[config.mk]
export PLATFORM = sky130hd
export DESIGN_NAME = reg_writeback
export DESIGN_NICKNAME = d
export VERILOG_FILES = /design/src/rtl/reg_writeback.sv
export SDC_FILE = /design/constraint.sdc
export NUM_CORES = 1
export LEC_CHECK = 0
export BUFFER_PORTS_ARGS = -buffer_cell sky130_fd_sc_hd__buf_2
export CORE_MARGIN = 10
export CORE_UTILIZATION = 50
export DETAILED_ROUTE_END_ITERATION = 7
export PLACE_DENSITY = 0.81
export SYNTH_ARGS = -nofsm -noshare
export SYNTH_HDL_FRONTEND = slang
export SYNTH_SLANG_ARGS = --single-unit
[constraint.sdc]
create_clock -name CLK -period 2.4 [get_ports CLK]
set_input_delay 0.48 -clock CLK [delete_from_list [all_inputs] [get_ports CLK]]
set_output_delay 0.48 -clock CLK [all_outputs]
set_load 0.05 [all_outputs]
[src/rtl/reg_writeback.sv]
// Write-back stage: lines the latched rd/funct up with the ALU result one clock
// later and drives the register file write port, forwarding hints and a retire counter.
module reg_writeback #(
    parameter int WARMUP     = 2,
    parameter int MAX_RETIRE = 0,
    parameter int CNT_W      = 16
) (
    input  logic             CLK,
    input  logic             RESET,
    input  logic             IssueValid,
    input  logic [4:0]       WriteReg,
    input  logic [5:0]       FuncCode,
    input  logic [31:0]      ALUOut,
    input  logic             Stall,
    input  logic [4:0]       ReadReg1,
    input  logic [4:0]       ReadReg2,
    output logic             RegWrite,
    output logic [4:0]       WB_Reg,
    output logic [31:0]      WriteData,
    output logic             FwdA,
    output logic             FwdB,
    output logic             Illegal,
    output logic [CNT_W-1:0] RetireCount,
    output logic             Halted
);

    localparam int WC_W    = (WARMUP < 1) ? 1 : $clog2(WARMUP + 1);
    localparam int N_LEGAL = 6;
    localparam logic [CNT_W-1:0] MAX_CNT = CNT_W'(MAX_RETIRE);
    // add, sub, and, or, nor, slt
    localparam logic [6*N_LEGAL-1:0] LEGAL_LIST =
        {6'd42, 6'd39, 6'd37, 6'd36, 6'd34, 6'd32};

    typedef enum logic [1:0] {WARM, RUN, HALT} state_t;

    state_t            state_reg, state_next;
    logic [WC_W-1:0]   warm_cnt_reg, warm_cnt_next;
    logic [31:0]       warm_inc;

    logic              s1_valid_reg, s1_valid_next;
    logic [4:0]        s1_rd_reg, s1_rd_next;
    logic [5:0]        s1_funct_reg, s1_funct_next;

    logic              reg_write_reg, reg_write_next;
    logic [4:0]        wb_reg_reg, wb_reg_next;
    logic [31:0]       write_data_reg, write_data_next;
    logic              illegal_reg, illegal_next;
    logic [CNT_W-1:0]  retire_cnt_reg, retire_cnt_next;
    logic [CNT_W-1:0]  retire_inc;

    logic [N_LEGAL-1:0] legal_hit;
    logic               legal;
    logic               advance;
    logic               commit;
    logic               do_write;
    logic               halt_hit;

    genvar gi;
    generate
        for (gi = 0; gi < N_LEGAL; gi++) begin : g_legal
            assign legal_hit[gi] = (s1_funct_reg == LEGAL_LIST[gi*6 +: 6]);
        end
    endgenerate

    assign legal      = |legal_hit;
    assign advance    = (state_reg == RUN) && !Stall;
    assign commit     = advance && s1_valid_reg;
    assign do_write   = commit && legal && (s1_rd_reg != 5'd0);
    assign retire_inc = retire_cnt_reg + {{(CNT_W-1){1'b0}}, 1'b1};
    assign halt_hit   = (MAX_RETIRE != 0) && do_write && (retire_inc == MAX_CNT);
    assign warm_inc   = 32'(warm_cnt_reg) + 32'd1;

    // ------------------------------------------------------------------
    // Control FSM
    // ------------------------------------------------------------------
    always_comb begin
        state_next    = state_reg;
        warm_cnt_next = warm_cnt_reg;
        case (state_reg)
            WARM: begin
                warm_cnt_next = WC_W'(warm_inc);
                if (warm_inc >= 32'(WARMUP)) begin
                    state_next = RUN;
                end
            end
            RUN: begin
                if (halt_hit) begin
                    state_next = HALT;
                end
            end
            HALT: begin
                state_next = HALT;
            end
            default: begin
                state_next = WARM;
            end
        endcase
    end

    always_ff @(posedge CLK or negedge RESET) begin
        if (!RESET) begin
            state_reg    <= WARM;
            warm_cnt_reg <= '0;
        end else begin
            state_reg    <= state_next;
            warm_cnt_reg <= warm_cnt_next;
        end
    end

    // ------------------------------------------------------------------
    // Stage 1 latch and commit
    // ------------------------------------------------------------------
    always_comb begin
        s1_valid_next   = s1_valid_reg;
        s1_rd_next      = s1_rd_reg;
        s1_funct_next   = s1_funct_reg;
        reg_write_next  = 1'b0;
        illegal_next    = 1'b0;
        wb_reg_next     = wb_reg_reg;
        write_data_next = write_data_reg;
        retire_cnt_next = retire_cnt_reg;

        // Stall or a non-RUN state leaves s1 untouched so a held entry survives
        if (advance) begin
            s1_valid_next = IssueValid;
            s1_rd_next    = WriteReg;
            s1_funct_next = FuncCode;
        end

        if (commit) begin
            reg_write_next  = do_write;
            wb_reg_next     = s1_rd_reg;
            write_data_next = ALUOut;
            illegal_next    = !legal;
            if (do_write) begin
                retire_cnt_next = retire_inc;
            end
        end
    end

    always_ff @(posedge CLK or negedge RESET) begin
        if (!RESET) begin
            s1_valid_reg   <= 1'b0;
            s1_rd_reg      <= 5'd0;
            s1_funct_reg   <= 6'd0;
            reg_write_reg  <= 1'b0;
            wb_reg_reg     <= 5'd0;
            write_data_reg <= 32'd0;
            illegal_reg    <= 1'b0;
            retire_cnt_reg <= '0;
        end else begin
            s1_valid_reg   <= s1_valid_next;
            s1_rd_reg      <= s1_rd_next;
            s1_funct_reg   <= s1_funct_next;
            reg_write_reg  <= reg_write_next;
            wb_reg_reg     <= wb_reg_next;
            write_data_reg <= write_data_next;
            illegal_reg    <= illegal_next;
            retire_cnt_reg <= retire_cnt_next;
        end
    end

    // ------------------------------------------------------------------
    // Outputs
    // ------------------------------------------------------------------
    assign RegWrite    = reg_write_reg;
    assign WB_Reg      = wb_reg_reg;
    assign WriteData   = write_data_reg;
    assign Illegal     = illegal_reg;
    assign RetireCount = retire_cnt_reg;
    assign Halted      = (state_reg == HALT);

    assign FwdA = reg_write_reg && (wb_reg_reg != 5'd0) && (wb_reg_reg == ReadReg1);
    assign FwdB = reg_write_reg && (wb_reg_reg != 5'd0) && (wb_reg_reg == ReadReg2);

endmodule
==> results.py, run 1 <==
metrics = {
    "status": {
        "result_of_the_run": "completed",
    },
    "timing": {
        "timing.hold.ws_ns": 0.161,
        "timing.fmax_mhz": 441,
        "finalCriticalPeriod_ns": 2.27,
        "timing_worst_slew_pin_value_ns": 0.951,
        "hold_viol": 0,
        "final.setup.worst_slack_ns": 0.132,
        "final-max-slew-violation-count": 0,
        "timing.final.crit_share_pct": 94.5,
        "count_of_final_setup_violators": 0,
        "clock_skew_ns": 0.00951,
        "relSlewSlack_pct": 36.6,
        "setup_repair_after_global_routing_missed_its_margin": "no",
    },
    "power_and_ir_drop": {
        "powerDensity_nw_per_um2": 917,
        "post-layout-total-power_mw": 3.63,
        "cellLeakagePower_nw": 1.95,
        "ir_worst_vdd_v": 0.000522,
    },
    "final_layout": {
        "postLayoutCoreUtil_pct": 66.9,
        "synthToLayoutAreaGrowth_pct": 29.3,
        "largest_register_ffs": 32,
        "fill_cells": 471,
        "final_common_cell": "sky130_fd_sc_hd__buf_2",
        "post_layout_nonfiller_instances": 417,
        "final_cell_mix": "114 x sky130_fd_sc_hd__buf_2, 71 x sky130_fd_sc_hd__dfrtp_1, 49 x sky130_fd_sc_hd__mux2_2",
        "antenna_cells": 0,
        "drive_above_1_share_pct": 58.8,
        "final_nets": 396,
    },
    "critical_path": {
        "worst-endpoint-required_ns": 1.92,
        "r2r_slack_ns": 0.47,
        "path_class": "flip-flop to output pin",
        "crit_path_start_kind": "flip-flop",
        "cp-startpoint": "WB_Reg[2]",
        "ff2ff_path_depth": 4,
        "critPathMaxFanout": 5,
        "arrival_time_at_the_worst_endpoint_ns": 1.79,
        "worstReg2RegEnd": "RetireCount[1]",
        "rr_startpoint": "s1_funct_reg[0]",
        "endpoint_kind": "output pin",
    },
    "synthesis": {
        "synth_area_per_cell_um2": 14.2,
        "synth-seq-area-share_pct": 58.0,
        "synth.ff_latch_count": 71,
        "syn_nets": 274,
        "synth_cell_types": 33,
        "syn_inst": 215,
        "synth-edff-count": 0,
        "post_synth_instance_area_um2": 3060,
        "synth.yosys.warnings": 0,
        "most_used_flip_flop_cell_after_synthesis": "sky130_fd_sc_hd__dfrtp_1",
        "async_flop_share_pct": 100,
    },
    "clock_network": {
        "h_tree_depth_reported_by_cts": 3,
        "cts_tree": "yes",
        "cts_inserted_buffers": 9,
        "clk-insertion-delay-late_ns": 0.34,
        "clock_sink_count": 71,
        "cts_post_setup_buffers_inserted": 0,
        "clk_path_buf_depth": 2,
        "path_clk_slew_ns": 0.08,
        "cts_hold_bufs": 0,
        "clock-root-buffer": "sky130_fd_sc_hd__clkbuf_8",
    },
    "placed_design": {
        "place.gp.congestion": 0.775,
        "numPlacedInstances": 401,
        "worst_slack_at_placement_ns": 0.384,
        "place.port_buffers": 114,
        "dpl.hpwl_um": 5570,
    },
    "die": {
        "placementRows": 28,
        "start_util_pct": 51.7,
        "die_area_um2": 9660,
        "io_pins": 115,
        "chipWidth_um": 98.3,
        "dieHeight_um": 98.3,
        "core_um2": 5920,
    },
    "job": {
        "max_cap_viols": 0,
    },
    "routing": {
        "drt-vias-per-instance": 5.13,
        "routed-via-count": 2141,
        "detail_route.wl_per_cell_um": 17.6,
        "first_pass_detailed_route_iteration_total": 4,
        "final_antenna_net_count": 0,
        "finalWirelength_um": 7320,
        "initialDrtViolationCount": 74,
        "post_route_drc": 0,
    },
    "worst_hold_path": {
        "worst_hold_path_type": "input port to async pin",
    },
    "global_routing": {
        "antenna_found_initial": 1,
        "first_pass_grt_wire_length_um": 12000,
        "number_of_global_route_vias_before_repair": 2328,
        "grt_use_total_pct": 15.3,
        "grt_remaining_overflow": 0,
        "grt_start_max_net_pins": 40,
    },
}
worst max-delay path: stages (launching register included):
cell and delay, ns:
sky130_fd_sc_hd__dfrtp_1 0.44, sky130_fd_sc_hd__or4_1 0.55, sky130_fd_sc_hd__o21ai_2 0.19, sky130_fd_sc_hd__nor4_2 0.07, sky130_fd_sc_hd__buf_2 0.21
metal layers:
metal	up-vias	global-route usage, %	part of all wire [%]	wire [um]
met5	-	0	0.18	13
met2	63	24.5	51	3720
met1	1050	17.9	41	2970
met3	12	5.00	6.8	500
li1	1014	-	-	-
met4	2	7.72	1.6	119
final cells by class:
type                    instances  area [um2]  area share, %
repair buffers                119         608           15.4
flip-flops and latches         71        1780           44.9
inverters                       6        22.5          0.569
clock inverters                 5        81.3           2.05
multi-input cells             130        1240           31.2
well taps                      75        93.8           2.37
clock buffers                  11         141           3.57
cell families after synthesis:
group,Yosys count,synth area share (%)
fa+ha+maj,2,0.817
xor+xnor,26,7.43
flops,71,58.0
mux,51,18.8
compound gates,5,1.51
buf+inv,14,2.33
simple gates,46,11.1
worst max path at each step:
stage            to  cells after the start
5_1_grt        FwdB                      4
2_1_floorplan  FwdA                      3
3_3_place_gp   FwdA                      4
3_5_place_dp   FwdB                      4
6_report       FwdB                      4
4_1_cts        FwdB                      4
cell usage after synthesis, types with 2 or more instances:
library cell              count  area, um2
sky130_fd_sc_hd__nor4_2       8        100
sky130_fd_sc_hd__ha_1         2       25.0
sky130_fd_sc_hd__nand3_1      7       35.0
sky130_fd_sc_hd__dfrtp_1     71       1780
sky130_fd_sc_hd__nor3_1       2       10.0
sky130_fd_sc_hd__and4_1       2       17.5
sky130_fd_sc_hd__nor4_1       6       37.5
sky130_fd_sc_hd__buf_2        5       25.0
sky130_fd_sc_hd__xor2_1      18        158
sky130_fd_sc_hd__inv_1        6       22.5
sky130_fd_sc_hd__nand2_1      5       18.8
sky130_fd_sc_hd__xnor2_1      8       70.1
sky130_fd_sc_hd__nand4_1      4       25.0
sky130_fd_sc_hd__o21ai_0      2       10.0
sky130_fd_sc_hd__nor2b_1      3       18.8
sky130_fd_sc_hd__mux2_2      49        552
power by group:
group	total (mW)	internal, mW	switching [mW]
Combinational	1.08	0.323	0.759
Sequential	1.49	1.36	0.130
Clock	1.06	0.614	0.444
Total	3.63	2.30	1.33
per-stage QoR:
| step | TNS (ns) | instance area (um2) |
|---|---|---|
| 6_report | 0 | 3960 |
| 3_3_place_gp | 0 | 3730 |
| 4_1_cts | 0 | 3960 |
| 3_5_place_dp | 0 | 3730 |
| 5_1_grt | 0 | 3960 |
| 2_1_floorplan | -0.166 | 3080 |
timing repair:
action / CTS / global route
endpoints found under the hold margin: 0 / 0
gates resized for setup: 0 / 2
setup endpoints to repair: 0 / 2
Note: power is estimated with default switching activity, not from simulation.
==> inputs of run 2 (changes only) <==
--- a/config.mk
+++ b/config.mk
@@ -6,7 +6,6 @@
 export NUM_CORES = 1
 export LEC_CHECK = 0
 export BUFFER_PORTS_ARGS = -buffer_cell sky130_fd_sc_hd__buf_2
-export CORE_MARGIN = 10
 export CORE_UTILIZATION = 50
 export DETAILED_ROUTE_END_ITERATION = 7
 export PLACE_DENSITY = 0.81
==> run 2 against run 1 <==
- sequential power is essentially flat
- cell count shrank 0.48%
- highest routed layer is now met4
- global-route usage grew 5.7 points
- first-iteration DRC count shrank 2.7%
- critical path type unchanged
==> results.py, run 2 (synthesis gave the netlist of run 1 again) <==
metrics = {
    "status": {
        "result_of_the_run": "completed",
    },
    "clock_network": {
        "cts_tree": "yes",
        "cts_inserted_buffers": 9,
        "cts_hold_bufs": 0,
        "clk-insertion-delay-late_ns": 0.33,
        "clock_sink_count": 71,
        "clock-root-buffer": "sky130_fd_sc_hd__clkbuf_8",
        "h_tree_depth_reported_by_cts": 3,
        "path_clk_slew_ns": 0.07,
        "clk_path_buf_depth": 2,
    },
    "critical_path": {
        "path_class": "flip-flop to output pin",
        "worst-endpoint-required_ns": 1.92,
        "arrival_time_at_the_worst_endpoint_ns": 1.84,
        "cp_max_delay_cell": "sky130_fd_sc_hd__or4_1",
        "critPathMaxFanout": 5,
        "endpoint_kind": "output pin",
        "critical-path-max-stage-delay_ns": 0.53,
        "path_cells": "or4_1 > o21ai_1 > nor4_2 > buf_2",
        "worstPathBufferInverterCount": 1,
        "cp_top_family": "simple AND/OR/NAND/NOR gates",
        "crit_path_start_kind": "flip-flop",
    },
    "final_layout": {
        "antenna_cells": 0,
        "postLayoutCoreUtil_pct": 66.2,
        "final_nets": 395,
        "synthToLayoutAreaGrowth_pct": 28.0,
        "final_cell_mix": "114 x sky130_fd_sc_hd__buf_2, 71 x sky130_fd_sc_hd__dfrtp_1, 49 x sky130_fd_sc_hd__mux2_2",
        "largest_register_ffs": 32,
        "final_common_cell": "sky130_fd_sc_hd__buf_2",
        "drive_above_1_share_pct": 57.9,
    },
    "die": {
        "dieHeight_um": 80.3,
        "start_util_pct": 51.7,
        "placementRows": 28,
        "io_pins": 115,
        "die_area_um2": 6440,
        "chipWidth_um": 80.3,
        "core_um2": 5920,
    },
    "routing": {
        "first_pass_detailed_route_iteration_total": 4,
        "routed-via-count": 2115,
        "detail_route.wl_per_cell_um": 14.8,
        "final_antenna_net_count": 0,
        "drt-vias-per-instance": 5.10,
        "post_route_drc": 0,
        "finalWirelength_um": 6150,
        "initialDrtViolationCount": 72,
    },
    "global_routing": {
        "met3_usage_pct": 4.89,
        "gr-max-usage-layer": "met2",
        "groute.layer.met1.usage_pct": 26.4,
        "first_pass_grt_wire_length_um": 10100,
        "grt_start_max_net_pins": 72,
        "number_of_global_route_vias_before_repair": 2121,
        "grt_remaining_overflow": 0,
        "grt_use_total_pct": 21.0,
        "groute.layer.met2.usage_pct": 34.6,
        "antenna_found_initial": 0,
    },
    "job": {
        "max_cap_viols": 0,
    },
    "worst_hold_path": {
        "worst_hold_path_type": "input port to async pin",
    },
    "timing": {
        "hold_viol": 0,
        "timing.fmax_mhz": 430,
        "timing.hold.ws_ns": 0.163,
        "setup_repair_after_global_routing_missed_its_margin": "no",
        "clock_skew_ns": 0.00501,
        "timing_worst_slew_pin_value_ns": 0.542,
        "final.setup.worst_slack_ns": 0.0758,
        "final-max-slew-violation-count": 0,
        "relSlewSlack_pct": 63.9,
        "setup_tns_ns": 0,
        "timing.final.crit_share_pct": 96.8,
        "count_of_final_setup_violators": 0,
        "finalCriticalPeriod_ns": 2.32,
    },
    "power_and_ir_drop": {
        "cellLeakagePower_nw": 1.93,
        "post-layout-total-power_mw": 3.42,
        "powerDensity_nw_per_um2": 872,
        "ir_worst_vdd_v": 0.000502,
    },
    "placed_design": {
        "place.port_buffers": 114,
        "dpl.hpwl_um": 4520,
        "place.gp.congestion": 0.751,
        "worst_slack_at_placement_ns": 0.304,
    },
}
run 2: layout make-up:
class | instances | area [um2]
fill | 474 | 2000
sequential | 71 | 1780
clock buffer | 15 | 176
inverter | 6 | 22.5
tap | 75 | 93.8
timing repair buffer | 118 | 613
multi-input combinational | 130 | 1240
run 2: layer usage:
| metal | vias up | routed length (um) |
|---|---|---|
| met5 | - | 0 |
| met4 | 0 | 101 |
| met3 | 11 | 379 |
| met2 | 69 | 2980 |
| met1 | 1030 | 2690 |
| li1 | 1005 | - |
run 2: timing repair:
| item | in CTS | in global routing |
|---|---|---|
| buffers inserted | 0 | 0 |
| endpoints found under the setup margin | 2 | 0 |
| resized for setup | 1 | 0 |
run 2: worst register-to-register path, delay by kind of cell, from the launching register on:
family | cells | cell delay [ns]
compound gates | 1 | 0.41
flops | 1 | 0.41
simple gates | 2 | 0.65
mux | 1 | 0.32
run 2: per-stage QoR:
| step | instances | instance area [um2] |
|---|---|---|
| finish | 415 | 3920 |
| global route | 415 | 3920 |
| CTS | 415 | 3920 |
| detailed placement | 400 | 3740 |
| global placement | 400 | 3740 |
| floorplan | 215 | 3080 |
run 2: final timing paths:
path	from	end	slack [ns]	cells after the start
setup / recovery	WB_Reg[1]	FwdA	0.08	4
hold / removal	RESET	RetireCount[12]	0.16	2
setup reg to reg	s1_rd_reg[3]	RetireCount[1]	0.50	4
hold reg to reg	RetireCount[12]	RetireCount[12]	0.47	1
max in group asynchronous	RESET	state_reg[0]	1.94	2
min in group CLK	ALUOut[16]	WriteData[16]	0.37	2
run 2: power by group:
part	internal (mW)	total (mW)	switching, mW
clock network	0.457	0.857	0.400
registers	1.36	1.49	0.126
logic	0.325	1.07	0.746
total	2.15	3.42	1.27
==> inputs of run 3 (changes only) <==
==> constraint.sdc (replaced) <==
create_clock -name CLK -period 2.4 [get_ports CLK]
set_input_delay 0 -clock CLK [delete_from_list [all_inputs] [get_ports CLK]]
set_output_delay 0 -clock CLK [all_outputs]
set_load 0.05 [all_outputs]
==> run 3 against run 2 <==
- the flow now finishes with violations (DRC)
- final area up 11%
- first-iteration DRC count up 2.8%
- clock-buffer cell count down 6
- global-route usage up 2.5 points
- total power up 1.8%
- sequential power about the same
- setup slack better by 0.38 ns
- largest cell class unchanged
- clock power down 0.6%
- die area unchanged
- largest power group unchanged
- register-to-register slack worse by 0.04 ns
- sequential share of layout area down 4.6 points
==> results.py, run 3 (synthesis gave the netlist of run 1 again) <==
metrics = {
    "status": {
        "result_of_the_run": "finished with violations",
        "violations": "DRC",
    },
    "clock_network": {
        "post_cts_resized": 0,
        "clk-insertion-delay-late_ns": 0.34,
        "clock_sink_count": 71,
        "cts_tree": "yes",
        "h_tree_depth_reported_by_cts": 3,
        "clock-root-buffer": "sky130_fd_sc_hd__clkbuf_8",
        "path_clk_slew_ns": 0.08,
        "clk_path_buf_depth": 2,
        "cts_inserted_buffers": 9,
        "cts_post_setup_buffers_inserted": 0,
    },
    "final_layout": {
        "antenna_cells": 0,
        "synthToLayoutAreaGrowth_pct": 42.4,
        "seqCellArea_um2": 1780,
        "postLayoutCoreUtil_pct": 73.6,
        "design_area_um2": 4360,
        "final_common_cell": "sky130_fd_sc_hd__buf_2",
        "largest_register_ffs": 32,
        "final_nets": 440,
        "final_cell_mix": "114 x sky130_fd_sc_hd__buf_2, 71 x sky130_fd_sc_hd__dfrtp_1, 49 x sky130_fd_sc_hd__mux2_2",
        "fill_cells": 412,
        "drive_above_1_share_pct": 51.6,
        "multi_input_comb_area_um2": 1220,
    },
    "job": {
        "max_cap_viols": 0,
    },
    "die": {
        "io_pins": 115,
        "dieHeight_um": 80.3,
        "placementRows": 28,
        "die_area_um2": 6440,
        "chipWidth_um": 80.3,
        "start_util_pct": 51.7,
        "core_um2": 5920,
    },
    "critical_path": {
        "crit_path_start_kind": "flip-flop",
        "arrival_time_at_the_worst_endpoint_ns": 2.16,
        "worst-endpoint-required_ns": 2.62,
        "ff2ff_path_depth": 4,
        "critPathMaxFanout": 15,
        "path_class": "flip-flop to flip-flop",
        "rr_startpoint": "s1_rd_reg[0]",
        "r2r_slack_ns": 0.46,
        "endpoint_kind": "flip-flop",
        "worstReg2RegEnd": "RetireCount[1]",
    },
    "timing": {
        "finalCriticalPeriod_ns": 1.94,
        "setup_repair_after_global_routing_missed_its_margin": "no",
        "timing_worst_slew_pin_value_ns": 0.680,
        "relSlewSlack_pct": 54.7,
        "timing.final.crit_share_pct": 81.0,
        "final-max-slew-violation-count": 0,
        "clock_skew_ns": 0.0137,
        "timing.fmax_mhz": 515,
        "hold_viol": 0,
        "count_of_final_setup_violators": 0,
    },
    "routing": {
        "drt-vias-per-instance": 5.02,
        "routed-via-count": 2313,
        "first_pass_detailed_route_iteration_total": 6,
        "post_route_drc": 1,
        "finalWirelength_um": 7000,
        "detail_route.wl_per_cell_um": 15.2,
        "final_antenna_net_count": 0,
        "initialDrtViolationCount": 74,
    },
    "power_and_ir_drop": {
        "powerDensity_nw_per_um2": 798,
        "ir_worst_vdd_v": 0.000597,
        "cellLeakagePower_nw": 2.11,
        "post-layout-total-power_mw": 3.48,
    },
    "global_routing": {
        "first_pass_grt_wire_length_um": 11300,
        "grt_use_total_pct": 23.5,
        "number_of_global_route_vias_before_repair": 2397,
        "grt_remaining_overflow": 0,
        "grt_start_max_net_pins": 45,
        "antenna_found_initial": 0,
    },
    "worst_hold_path": {
        "worst_hold_path_type": "input port to async pin",
    },
    "placed_design": {
        "place.gp.congestion": 0.744,
        "place_area_um2": 3730,
        "dpl.hpwl_um": 4540,
        "place.port_buffers": 114,
    },
}
[run 3: cell types whose count changed in the layout (fill, tap and decap cells not counted), sizes merged]
cell,delta
clkbuf,-6
clkinvlp,+2
dlygate4sd3,+45
clkinv,+3
inv,+2
[run 3: final cells by class]
class | count | area share (%)
sequential | 71 | 40.7
multi-input combinational | 130 | 28.1
timing repair buffer | 163 | 24.4
clock buffer | 9 | 2.84
tap | 75 | 2.15
clock inverter | 7 | 1.26
inverter | 6 | 0.516
[run 3: through the flow]
| stage | hold WS (ns) | setup TNS (ns) | instances | setup slack (ns) |
|---|---|---|---|---|
| final | 0.220 | 0 | 461 | 0.457 |
| after global routing | 0.239 | 0 | 461 | 0.348 |
| after CTS | 0.215 | 0 | 461 | 0.435 |
| after detailed placement | 0.0481 | 0 | 400 | 0.470 |
| after global placement | 0.0479 | 0 | 400 | 0.530 |
| after floorplan | -0.296 | -0.251 | 215 | -0.125 |
[run 3: timing repair]
action / 4_1_cts / 5_1_grt
hold buffers: 45 / 0
setup endpoints to repair: 0 / 0
endpoints found under the hold margin: 71 / 0
[run 3: worst max path at each step]
stage | from | to | depth (start not counted)
after floorplan | WB_Reg[1] | FwdA | 3
after global placement | s1_rd_reg[0] | RetireCount[1] | 4
after detailed placement | s1_rd_reg[0] | RetireCount[1] | 4
after CTS | s1_rd_reg[0] | RetireCount[1] | 4
after global routing | s1_rd_reg[0] | RetireCount[1] | 4
final | s1_rd_reg[0] | RetireCount[1] | 4
[run 3: critical path: stages (launching register included)]
cell,delay (ns)
sky130_fd_sc_hd__dfrtp_1,0.40
sky130_fd_sc_hd__or4_4,0.56
sky130_fd_sc_hd__o21bai_4,0.43
sky130_fd_sc_hd__nor2_2,0.11
sky130_fd_sc_hd__mux2_4,0.32
[run 3: power breakdown]
part | switching [mW] | internal [mW] | total [mW]
clock | 0.469 | 0.383 | 0.852
sequential | 0.133 | 1.36 | 1.50
combinational | 0.760 | 0.372 | 1.13
[run 3: layer usage]
metal	up-vias	track usage, %	wire length [um]
met5	-	0	0
met4	0	12.1	187
met3	19	3.86	289
met2	73	40.9	3560
met1	1129	27.8	2960
li1	1092	-	-
